--- config.mk ---
export PLATFORM = sky130hd
export DESIGN_NAME = spi_ram_burst_flat
export DESIGN_NICKNAME = d
export VERILOG_FILES = /design/src/rtl/spi_ram_burst_if.sv /design/src/rtl/spi_ram_burst.sv /design/src/flat_wrapper.sv
export SDC_FILE = /design/constraint.sdc
export NUM_CORES = 2
export LEC_CHECK = 0
export BUFFER_PORTS_ARGS = -buffer_cell sky130_fd_sc_hd__buf_2
export CORE_ASPECT_RATIO = 0.7
export CORE_MARGIN = 2
export CORE_UTILIZATION = 45
export CTS_BUF_LIST = sky130_fd_sc_hd__clkbuf_4 sky130_fd_sc_hd__clkbuf_8
export DETAILED_ROUTE_END_ITERATION = 10
export GPL_TIMING_DRIVEN = 0
export PLACE_DENSITY = 0.67
export SYNTH_ARGS = -nofsm -noshare
export SYNTH_HDL_FRONTEND = slang
export SYNTH_SLANG_ARGS = --single-unit
export TNS_END_PERCENT = 20
--- constraint.sdc ---
create_clock -name clk -period 2.5 [get_ports clk]
set_input_delay 0.125 -clock clk [delete_from_list [all_inputs] [get_ports clk]]
set_output_delay 0.125 -clock clk [all_outputs]
set_load 0.01 [all_outputs]
--- src/rtl/spi_ram_burst_if.sv ---
// Command/response bundle between the SPI slave deserialiser/serialiser
// and the burst RAM controller.
`timescale 1ns/1ps
interface spi_ram_burst_if #(
  parameter int WIDTH = 8
);
  logic [WIDTH+1:0] din;
  logic             rx_valid;
  logic [WIDTH-1:0] dout;
  logic             tx_valid;
  logic             cmd_err;

  modport master (
    output din, rx_valid,
    input  dout, tx_valid, cmd_err
  );

  modport slave (
    input  din, rx_valid,
    output dout, tx_valid, cmd_err
  );
endinterface

--- src/rtl/spi_ram_burst.sv ---
// Single-port RAM controller for the SPI slave: opcode decode, independent
// write/read pointers with optional burst auto-increment and a sticky error flag.
`timescale 1ns/1ps
module spi_ram_burst #(
  parameter int WIDTH     = 8,
  parameter int MEM_DEPTH = 256,
  parameter int AUTO_INC  = 1
) (
  input  logic            clk,
  input  logic            rst_n,
  spi_ram_burst_if.slave  bus
);

  localparam int              AW       = (MEM_DEPTH > 2) ? $clog2(MEM_DEPTH) : 1;
  localparam logic [WIDTH:0]  DEPTH_V  = (WIDTH+1)'(MEM_DEPTH);
  localparam logic [AW-1:0]   LAST_PTR = AW'(MEM_DEPTH - 1);

  typedef enum logic {
    UNARMED = 1'b0,
    ARMED   = 1'b1
  } arm_state_t;

  typedef enum logic [1:0] {
    OP_WRITE_ADD  = 2'b00,
    OP_WRITE_DATA = 2'b01,
    OP_READ_ADD   = 2'b10,
    OP_READ_DATA  = 2'b11
  } opcode_t;

  // Post-increment with wrap at the last legal word, not at the pointer width.
  function automatic logic [AW-1:0] next_ptr(input logic [AW-1:0] ptr);
    return (ptr == LAST_PTR) ? '0 : ptr + AW'(1);
  endfunction

  logic [WIDTH-1:0] mem [MEM_DEPTH];

  arm_state_t       state, state_n;
  logic [AW-1:0]    wr_ptr, wr_ptr_n;
  logic [AW-1:0]    rd_ptr, rd_ptr_n;
  logic             err, err_n;
  logic             wr_en, rd_en;

  opcode_t          op;
  logic [WIDTH-1:0] payload;
  logic             in_range;

  logic [WIDTH-1:0] dout_p1;
  logic             vld_p1;

  assign op       = opcode_t'(bus.din[WIDTH+1:WIDTH]);
  assign payload  = bus.din[WIDTH-1:0];
  assign in_range = ({1'b0, payload} < DEPTH_V);

  // p0: command decode, pointer/arming/error next-state
  always_comb begin
    state_n  = state;
    wr_ptr_n = wr_ptr;
    rd_ptr_n = rd_ptr;
    err_n    = err;
    wr_en    = 1'b0;
    rd_en    = 1'b0;
    if (bus.rx_valid) begin
      unique case (op)
        OP_WRITE_ADD: begin
          if (in_range) wr_ptr_n = payload[AW-1:0];
          else          err_n    = 1'b1;
        end
        OP_WRITE_DATA: begin
          wr_en = 1'b1;
          if (AUTO_INC != 0) wr_ptr_n = next_ptr(wr_ptr);
        end
        OP_READ_ADD: begin
          if (in_range) begin
            rd_ptr_n = payload[AW-1:0];
            state_n  = ARMED;
          end else begin
            err_n = 1'b1;
          end
        end
        OP_READ_DATA: begin
          if (state == ARMED) begin
            rd_en = 1'b1;
            if (AUTO_INC != 0) rd_ptr_n = next_ptr(rd_ptr);
          end else begin
            err_n = 1'b1;
          end
        end
        default: ;
      endcase
    end
  end

  // p1: registered control state and read response
  always_ff @(posedge clk or negedge rst_n) begin
    if (!rst_n) begin
      state   <= UNARMED;
      wr_ptr  <= '0;
      rd_ptr  <= '0;
      err     <= 1'b0;
      vld_p1  <= 1'b0;
      dout_p1 <= '0;
    end else begin
      state   <= state_n;
      wr_ptr  <= wr_ptr_n;
      rd_ptr  <= rd_ptr_n;
      err     <= err_n;
      vld_p1  <= rd_en;
      if (rd_en) dout_p1 <= mem[rd_ptr];
    end
  end

  // Storage survives reset; only the pointers are cleared.
  always_ff @(posedge clk) begin
    if (wr_en) mem[wr_ptr] <= payload;
  end

  assign bus.dout     = dout_p1;
  assign bus.tx_valid = vld_p1;
  assign bus.cmd_err  = err;

endmodule

--- src/flat_wrapper.sv ---
// flat-port wrapper written by rule: the top's interface ports become plain ports
module spi_ram_burst_flat 
#(
  parameter int WIDTH     = 8,
  parameter int MEM_DEPTH = 256,
  parameter int AUTO_INC  = 1
)
  (clk, rst_n, bus_din, bus_rx_valid, bus_dout, bus_tx_valid, bus_cmd_err);
  spi_ram_burst_if #(.WIDTH(WIDTH)) bus_i ();
  input  logic clk;
  input  logic rst_n;
  input wire logic [$bits(bus_i.din)-1:0] bus_din;
  input wire logic [$bits(bus_i.rx_valid)-1:0] bus_rx_valid;
  output wire logic [$bits(bus_i.dout)-1:0] bus_dout;
  output wire logic [$bits(bus_i.tx_valid)-1:0] bus_tx_valid;
  output wire logic [$bits(bus_i.cmd_err)-1:0] bus_cmd_err;
  assign bus_i.din = bus_din;
  assign bus_i.rx_valid = bus_rx_valid;
  assign bus_dout = bus_i.dout;
  assign bus_tx_valid = bus_i.tx_valid;
  assign bus_cmd_err = bus_i.cmd_err;
  spi_ram_burst #(.WIDTH(WIDTH), .MEM_DEPTH(MEM_DEPTH), .AUTO_INC(AUTO_INC)) u_core (.clk(clk), .rst_n(rst_n), .bus(bus_i));
endmodule
==> out/results.ini <==
[run_status]
outcome=finished with violations
violations=negative setup slack

[clock_network]
cts_made_buffers=316
cts_sinks=2075
clkTransAtPathRegs_ns=0.07
clock_path_buffers=4
clkLatencyLatePin_ns=1.08
cts_root_buf=clkbuf_8
htree_levels=5
cts_tree=done

[global_routing]
antenna_found_initial=21
busiest_layer=met1
grt-ovfl-total=0
grt_pass1_wl_mm=410.8
gr-usage-all-layers_pct=33.62
grtUsageMet3_pct=20.36
grtUsageMet2_pct=41.86
grt_max_degree=153
grt_pass1_vias=45370
grt_use_met1_pct=45.38

[timing]
worst_pin_slew_ns=1.287
setup_violations=1139
worst_slack_ns=-0.9237
max_slew_margin_pct=14.17
rsz0062_at_grt=yes
maxSlewViolCount=0
fin_crit_ns=3.424
setup_tns_ns=-150.96
max_freq_mhz=292.1
timing.final.crit_share_pct=136.9
skew_ns=0.07495
finalHoldViolCount=0

[yosys]
ys_ff_latch=2075
synth_fp_nets=4022
synth_seq_area_share_pct=76.07
synth_top_area_cell=edfxtp_1
ys_types=65
async_reset_ff_share_pct=1.301
synth.top_cell.area_share_pct=75.24
synth_area_per_cell_sq_um=20.41
syn_inst=4004
ys_top_cells_by_area=edfxtp_1 75%, mux4_2 10%, mux2i_1 3.0%
synth-edff-count=2048
yosysWarnings=0
ys.flop_type=edfxtp_1
syn_area_sq_mm=0.08173

[critical_path]
crit_buf_inv=1
path_cells=clkbuf_2 > nor2_2 > nand2_2 > nor2_1 > a211oi_1 > nand3_2 > nor2_4 > a211o_1
reg2reg_setup_slack_ns=-0.92
cpPeakStageDelay_ns=0.86
critPathKind=register to register
cp_top_family=simple AND/OR/NAND/NOR gates
cp_data_arrival_time_ns=4.36
cp_slowest_cell=nor2_1
crit_required_ns=3.44
worst_setup_path_start_kind=register
end_kind=register
reg2reg_from=u_core.rd_ptr[5]$_DFFE_PN0P_
reg2reg_depth=8
cp_max_fo=10
r2r-end=u_core.bus.dout[7]$_DFFE_PN0P_

[power]
p_leak_nw=31.19
max-vdd-ir-drop_mv=0.5720
power.density_mw_per_mm2=833.8
total_power_mw=82.28

[place]
place.gp.congestion=1.026
port_buffers=22
dp_hpwl_mm=198.1
place_ws_ns=-3.161

[finish]
drive_gt1_share_pct=37.17
layout.nets=4638
post-route-util_pct=54.85
final_common_cell=edfxtp_1
mostFrequentLayoutCells=2,048 x edfxtp_1, 374 x mux4_2, 335 x clkbuf_8
syn_to_final_growth_pct=20.73

[floorplan]
die_y_um=360.6
initial_core_util_pct=45.43
std_cell_rows=130
die_area_sq_mm=0.1851
core-area_sq_mm=0.1799
ios=23
die_width_um=513.4

[drt]
dr.pass1.iters=7
drt_iter0_drc=10910
drt-total-wl_mm=316.6
vias=49880
routedWlPerCell_um=43.88
viasPerCell=6.914
drc_errors=0
final_antenna_net_count=0

[min_path]
worstHoldPathType=input port to async pin

[job]
cap_violations=0

[synthesized netlist by cell type, drive strengths merged (27+ instances only)]
| cell type | count |
|---|---|
| o22ai | 99 |
| nor3 | 49 |
| mux4 | 422 |
| nand3 | 53 |
| a21oi | 53 |
| o221ai | 31 |
| buf | 153 |
| edfxtp | 2048 |
| clkbuf | 89 |
| dfrtp | 27 |
| nor2 | 324 |
| a22oi | 34 |
| o21ai | 49 |
| mux2i | 248 |
| nand2 | 107 |
[power breakdown]
part	switching [mW]	leakage, nW	total (mW)	internal [mW]
clock network	13.5	3.01	27.2	13.6
registers	0.241	18.7	38.6	38.3
logic	10.7	9.46	16.5	5.81
total	24.5	31.2	82.3	57.8
[worst min-delay path: stages]
cell	delay, ns
dlygate4sd3_1	0.52
dlygate4sd3_1	0.54
buf_2	0.13
buf_12	0.22
[worst max path at each step]
| stage | slack [ns] | cells past startpoint | start | end |
|---|---|---|---|---|
| global placement | -3.32 | 11 | u_core.rd_ptr[1]$_DFFE_PN0P_ | u_core.bus.dout[6]$_DFFE_PN0P_ |
| detailed placement | -3.16 | 10 | u_core.rd_ptr[1]$_DFFE_PN0P_ | u_core.bus.dout[2]$_DFFE_PN0P_ |
| floorplan | 0.06 | 8 | bus_rx_valid | u_core.mem[161][0]$_DFFE_PP_ |
| CTS | -0.66 | 11 | u_core.rd_ptr[0]$_DFFE_PN0P_ | u_core.bus.dout[2]$_DFFE_PN0P_ |
| global route | -0.78 | 12 | u_core.rd_ptr[0]$_DFFE_PN0P_ | u_core.bus.dout[2]$_DFFE_PN0P_ |
| finish | -0.92 | 8 | u_core.rd_ptr[5]$_DFFE_PN0P_ | u_core.bus.dout[7]$_DFFE_PN0P_ |
[sequential cells by signal, summed over array words and instances, names as in the netlist]
name                 count
u_core.bus.tx_valid      1
u_core.state             1
u_core.wr_ptr            8
u_core.rd_ptr            8
u_core.bus.dout          8
u_core.mem            2048
u_core.bus.cmd_err       1
[timing repair]
action	4_1_cts	5_1_grt
pin swaps	72	49
cloned	3	1
hold buffers	22	0
hold endpoints to repair	1428	0
setup endpoints to repair	2054	1988
gates resized for setup	991	208
setup buffers	166	76
[layout make-up]
type | instances | area, sq um
plain buffers | 235 | 3676
clock buffers | 413 | 5096
well taps | 2376 | 2973
inverters | 10 | 41.29
multi-input cells | 1677 | 20570
fillers | 13520 | 81220
clock inverters | 109 | 605.6
diodes | 14 | 35.03
flip-flops and latches | 2075 | 62180
repair buffers | 305 | 3506
[stage by stage]
step | cell area, sq um | hold WS (ns) | instances
after floorplan | 81730 | -0.1706 | 4004
after global placement | 84820 | 0.2808 | 6402
after detailed placement | 85300 | 0.2931 | 6418
after CTS | 97080 | 0.04794 | 7127
after global routing | 98650 | 0.1395 | 7202
final | 98680 | 0.1071 | 7214
[metal layers]
metal	vias to the layer above	wire length, um
li1	17960	-
met1	25650	112400
met2	5300	120500
met3	940	64100
met4	34	18450
met5	-	1082
[cell families (layout without fill, tap and decap cells)]
group / after synthesis / after routing / synth area share (%)
other cells: 0 / 14 / 0
buf+inv: 252 / 1072 / 2.342
mux: 680 / 680 / 15.07
fa+ha+maj: 5 / 5 / 0.07654
simple gates: 621 / 621 / 3.322
flops: 2075 / 2075 / 76.07
compound gates: 371 / 371 / 3.123
Power figures use the tool's default switching activity.
